File: config.mk
export PLATFORM = sky130hd
export DESIGN_NAME = sync_bank
export DESIGN_NICKNAME = d
export VERILOG_FILES = /design/src/rtl/sync_bank.sv
export SDC_FILE = /design/constraint.sdc
export NUM_CORES = 1
export LEC_CHECK = 0
export CORE_ASPECT_RATIO = 0.9
export CORE_UTILIZATION = 25
export CTS_CLUSTER_DIAMETER = 100
export DETAILED_ROUTE_END_ITERATION = 6
export SYNTH_ARGS = -nofsm -noshare
export SYNTH_HDL_FRONTEND = slang
export SYNTH_SLANG_ARGS = --single-unit
export TNS_END_PERCENT = 10
File: constraint.sdc
create_clock -name clk -period 1.4 [get_ports clk]
set_input_delay 0.28 -clock clk [delete_from_list [all_inputs] [get_ports clk]]
set_output_delay 0.28 -clock clk [all_outputs]
set_load 0.02 [all_outputs]
File: src/rtl/sync_bank.sv
`default_nettype none
// ============================================================================
// Module      : sync_bank
// Description : Multi-channel single-bit synchronizer bank. Each channel runs
//               through a STAGES-deep flop chain and an optional stability
//               filter (compiled in when SYNC_FILTER_EN is defined). Each
//               channel produces a registered level plus one-cycle rise and
//               fall pulses.
// Revision    : 1.0 - initial release, successor to the fixed two-flop
//               pointer synchronizer
// ============================================================================
module sync_bank #(
   parameter int                  CHANNELS   = 4,
   parameter int                  STAGES     = 2,
   parameter logic [CHANNELS-1:0] RST_VAL    = {CHANNELS{1'b0}},
   parameter int                  FILTER_LEN = 4
) (
   input  logic                clk,
   input  logic                rst,
   input  logic [CHANNELS-1:0] async_in,
   output logic [CHANNELS-1:0] sync_out,
   output logic [CHANNELS-1:0] rise_pulse,
   output logic [CHANNELS-1:0] fall_pulse,
   output logic                any_edge
);

   // Parameter legality, rejected at elaboration time.
   if (CHANNELS < 1) begin : g_chk_channels
      $error("sync_bank: CHANNELS must be at least 1");
   end
   if (STAGES < 2) begin : g_chk_stages
      $error("sync_bank: STAGES must be at least 2");
   end
   if (FILTER_LEN < 1) begin : g_chk_filter_len
      $error("sync_bank: FILTER_LEN must be at least 1");
   end

   logic [CHANNELS-1:0] stage_q [STAGES];
   logic [CHANNELS-1:0] tail;
   logic [CHANNELS-1:0] hist_q;

   // Synchronizer chain: stage 0 samples the asynchronous inputs, later stages
   // give metastability time to resolve.
   always_ff @(posedge clk or posedge rst) begin
      if (rst) begin
         for (int s = 0; s < STAGES; s++) begin
            stage_q[s] <= RST_VAL;
         end
      end else begin
         stage_q[0] <= async_in;
         for (int s = 1; s < STAGES; s++) begin
            stage_q[s] <= stage_q[s-1];
         end
      end
   end

   assign tail = stage_q[STAGES-1];

`ifdef SYNC_FILTER_EN
   localparam int                CNT_W    = $clog2(FILTER_LEN + 1);
   localparam logic [CNT_W-1:0]  CNT_LAST = CNT_W'(FILTER_LEN - 1);

   logic [CHANNELS-1:0] filt_q;
   logic [CHANNELS-1:0] filt_d;
   logic [CNT_W-1:0]    cnt_q [CHANNELS];
   logic [CNT_W-1:0]    cnt_d [CHANNELS];

   // Filter next state: a channel only follows the tail once the tail has
   // disagreed with it for FILTER_LEN consecutive cycles; any agreement
   // restarts the count.
   always_comb begin
      filt_d = filt_q;
      for (int c = 0; c < CHANNELS; c++) begin
         cnt_d[c] = cnt_q[c];
         if (tail[c] == filt_q[c]) begin
            cnt_d[c] = '0;
         end else if (cnt_q[c] == CNT_LAST) begin
            filt_d[c] = tail[c];
            cnt_d[c]  = '0;
         end else begin
            cnt_d[c] = cnt_q[c] + CNT_W'(1);
         end
      end
   end

   // Filter state registers.
   always_ff @(posedge clk or posedge rst) begin
      if (rst) begin
         filt_q <= RST_VAL;
         for (int c = 0; c < CHANNELS; c++) begin
            cnt_q[c] <= '0;
         end
      end else begin
         filt_q <= filt_d;
         for (int c = 0; c < CHANNELS; c++) begin
            cnt_q[c] <= cnt_d[c];
         end
      end
   end

   assign sync_out = filt_q;
`else
   assign sync_out = tail;
`endif

   // Edge history: previous cycle's output level, used for pulse generation.
   always_ff @(posedge clk or posedge rst) begin
      if (rst) begin
         hist_q <= RST_VAL;
      end else begin
         hist_q <= sync_out;
      end
   end

   // Pulses are derived purely from registers, so they are glitch-free.
   assign rise_pulse = sync_out & ~hist_q;
   assign fall_pulse = ~sync_out & hist_q;
   assign any_edge   = |(rise_pulse | fall_pulse);

endmodule
`default_nettype wire

Yosys cells after proc, flatten, opt, wreduce, memory -nomap -nowiden:

Index checks and enable logic that the tools add are counted.

* bitwise logic cells: 5
* reduce and logical (&&, ||, !) cells: 1

Operators with widths (count)
* bitwise AND 4 bit: 2
* NOT 4 bit: 2
* bitwise OR 4 bit: 1
* OR reduction 4 bit: 1

* bits in registers: 12
* input bits: 6
* output and inout port bits: 13
* logic and storage cells: 9

Logic depth before layout (Yosys ltp):

* depth after elaboration: 4
* gate-level depth with buffers: 3
* gate-level depth less buffers: 3

Worst setup path after synthesis:

OpenSTA, ideal clock, no wires.

* path type: register to output
* start: register stage_q, in the netlist sync_out[2]
* end: output any_edge
* arrival time: 893 ps
* setup slack: 227 ps
* stages on the path, launching flop included: 4
* cells stage by stage: dfrtp_1 -> inv_1 -> ha_1 -> nand4_1

* longest elaborated chain between the ends: 4
* elaborated cells between the ends (all ways): 5
* classes of those cells: 4 x bitwise; 1 x reduce/logical

RTL lines
* from (decl): line 38 `logic [CHANNELS-1:0] stage_q [STAGES];`
* from (signal, indexed assignment): line 52 `stage_q[s] <= stage_q[s-1];`
* NOT 4 bit: line 117 `assign fall_pulse = ~sync_out & hist_q;`
* bitwise AND 4 bit: line 117
* bitwise OR 4 bit *: line 118 `assign any_edge = |(rise_pulse | fall_pulse);`
* OR reduction 4 bit *: line 118
* to (decl): line 24 `output logic any_edge`

Mark *: on every way between the ends. The rest lies on a longest branch, timed or not.

Worst setup path in the final report:

* start: register hist_q[2]
* end: output any_edge

* longest elaborated chain between the ends: 4
* elaborated cells between the ends (all ways): 5
* classes of those cells: 4 x bitwise; 1 x reduce/logical

RTL lines
* from (decl): line 40 `logic [CHANNELS-1:0] hist_q;`
* from (signal assigned): line 111 `hist_q <= sync_out;`
* NOT 4 bit: line 116 `assign rise_pulse = sync_out & ~hist_q;`
* bitwise AND 4 bit: line 116
* bitwise OR 4 bit *: line 118
* OR reduction 4 bit *: line 118

Marks and branches as above.

==> impl_metrics.toml <==
[run_status]
outcome = "complete, but fails checks"
violations = "setup timing"

[detailed_routing]
drtIter0Drc = 0
drc_errors = 0
routed_wl_um = 587
ant_nets = 0
dr.pass1.iters = 1
avgRoutedWirePerCell_um = 7.430
vias = 265
vias_per_cell = 3.354

[synthesis]
synth_mux_area_frac = 0
ys_seq_area_frac = 0.6383
synth_xor_area_frac = 0
ys_warn_count = 0
syn_area_um2 = 470.5
synth_nets = 48
synth-compound-area-share = 0
synthAdderAreaFrac = 0.2128
synthSimpleGateAreaFrac = 0.01330
synth_top_family_by_area = "adder cells"
syn_inst = 34
syn_avg_cell_area_um2 = 13.84
synth-seq-cells = 12
synth.distinct_cells = 5

[clocking]
cts_buffers = 3
clk_pin_slew_ns = 0.07
clkSinkCount = 12
clock-root-buffer = "clkbuf_4"
clock_latency_ns = 0.26
cts_tree = "done"
post-cts-setup-buffers = 0
holdBufCountCts = 0
htreeDepth = 1
cts.path.max_buffers = 2

[floorplan]
die-height_um = 43.16
die_width_um = 47.73
initial_core_util = 0.2741
fp.coreArea_mm2 = 0.001717
ioPinCount = 19
die_area_mm2 = 0.002060
num_rows = 14

[power_and_ir_drop]
power.internal_uw = 507.8
swShare = 0.2344
peakVddDrop_mv = 0.3626
p_switching_uw = 155.5
powerDensity_mw_per_mm2 = 994.5
clock_power_share = 0.294
comb_power_share = 0.146
p_seq_frac = 0.560
p_leak_nw = 0.3635

[setup_path]
reg2regPathDepth = 1
worstSetupStartpointType = "register"
r2r-end = "hist_q[3]"
path_class = "register to output port"
reg2reg_slack_ns = 0.78
worstPathRequired_ns = 1.12
arrival_ns = 1.16
timing.rr.start = "sync_out[3]"
end_kind = "output port"
crit_fanout = 2

[sta]
setup_viol = 1
fmax_ghz = 0.6931
finClkSkew_ns = 0.0002735
rsz0062_at_grt = "yes"
post-route-min-period_ns = 1.443
period_share = 1.031
tightest_slew_ns = 0.4121
final.setup.worst_slack_ns = -0.04276
final_hold_viol_count = 0
drv_slew = 0
hold_ws_ns = 0.3036
slew_headroom = 0.7250

[worst_hold_path]
holdCritPathClass = "input pin to async pin"

[final_layout]
final_cell_area_um2 = 666.9
register_area_um2 = 300.3
final_core_util = 0.3885
drive_above_1_share = 0.2909
nFillCells = 188
synthToLayoutAreaGrowth_pct = 41.76
multi_input_area_um2 = 106.4
fin_nets = 71
finalNonFillerCells = 79
diodes = 0

[global_routing]
grt_pass1_wl_um = 979
grt_usage = 0.07028
grt_pass1_vias = 264
gr-total-overflow = 0
grt_antenna_before_repair = 0
grt_max_degree = 13

[place]
io_buffers = 18
place_area_um2 = 680.7
dp.cells = 76
post-dp-hpwl_um = 480.4
place_congestion = 0.6901

[job]
cap_violations = 0
metrics by stage:
stage	worst slack [ns]	setup TNS, ns	power [mW]
floorplan	0.2272	0	0.4392
global placement	-0.2382	-0.6692	0.4914
detailed placement	-0.2341	-0.6933	0.4927
CTS	-0.06774	-0.07678	0.6784
global route	-0.1273	-0.2964	0.7001
finish	-0.04276	-0.04276	0.6632
synthesized netlist by cell type:
cell type  instances  area [um2]
buf_4              4       30.03
dfrtp_1           12       300.3
ha_1               8       100.1
inv_1              9       33.78
nand4_1            1       6.260
cells by family after synthesis:
family,count (synthesis)
adders and majority gates,8
buffers and inverters,13
DFF,12
and+or+nand+nor,1
cell type report:
class,count,share of cell area
Clock buffer,3,0.03377
Multi-Input combinational cell,9,0.1595
Sequential cell,12,0.4503
Timing Repair Buffer,22,0.2608
Tap cell,24,0.04503
Inverter,9,0.05066
worst max-delay path by stage:
stage / start / slack [ns] / endpoint / depth (start not counted)
CTS: hist_q[2] / -0.07 / any_edge / 3
detailed placement: sync_out[1] / -0.23 / any_edge / 4
finish: hist_q[2] / -0.04 / any_edge / 3
floorplan: sync_out[2] / 0.23 / any_edge / 3
global route: sync_out[3] / -0.13 / any_edge / 4
global placement: sync_out[1] / -0.24 / any_edge / 4
routing by layer:
| layer | GRT usage | wire length [um] |
|---|---|---|
| met5 | 0 | 0 |
| met4 | 0.05000 | 0 |
| met3 | 0.02553 | 68 |
| met2 | 0.08378 | 220 |
| met1 | 0.1011 | 298 |
critical path: stages (launching register included):
cell and delay [ns]:
dfrtp_1 0.38, ha_1 0.27, nand4_1 0.09, buf_4 0.16
power groups by stage:
stage                     sequential (mW)  combinational (mW)  clock [mW]
after floorplan                     0.379              0.0604           0
after global placement              0.378               0.114           0
after detailed placement            0.378               0.115           0
after CTS                           0.371               0.102       0.205
after global routing                0.373               0.109       0.218
final                               0.371              0.0969       0.195
sequential cells by signal, indices dropped and copies added (netlist names):
register,flops
hist_q,4
stage_q,4
sync_out,4
repair_timing:
item | in CTS | in global routing
pin swaps | 2 | 0
setup endpoints to repair | 13 | 12
gates resized for setup | 37 | 7
cells in the final DEF, fill, tap and decap left out:
| cell | netlist | layout |
|---|---|---|
| buf_2 | 0 | 7 |
| clkdlybuf4s15_2 | 0 | 1 |
| buf_4 | 4 | 5 |
| inv_1 | 9 | 9 |
| nand4_1 | 1 | 1 |
| clkbuf_4 | 0 | 3 |
| ha_1 | 8 | 8 |
| dfrtp_1 | 12 | 12 |
| clkdlybuf4s15_1 | 0 | 4 |
| clkdlybuf4s50_1 | 0 | 5 |
No activity file was read; power rests on OpenSTA's default activity.
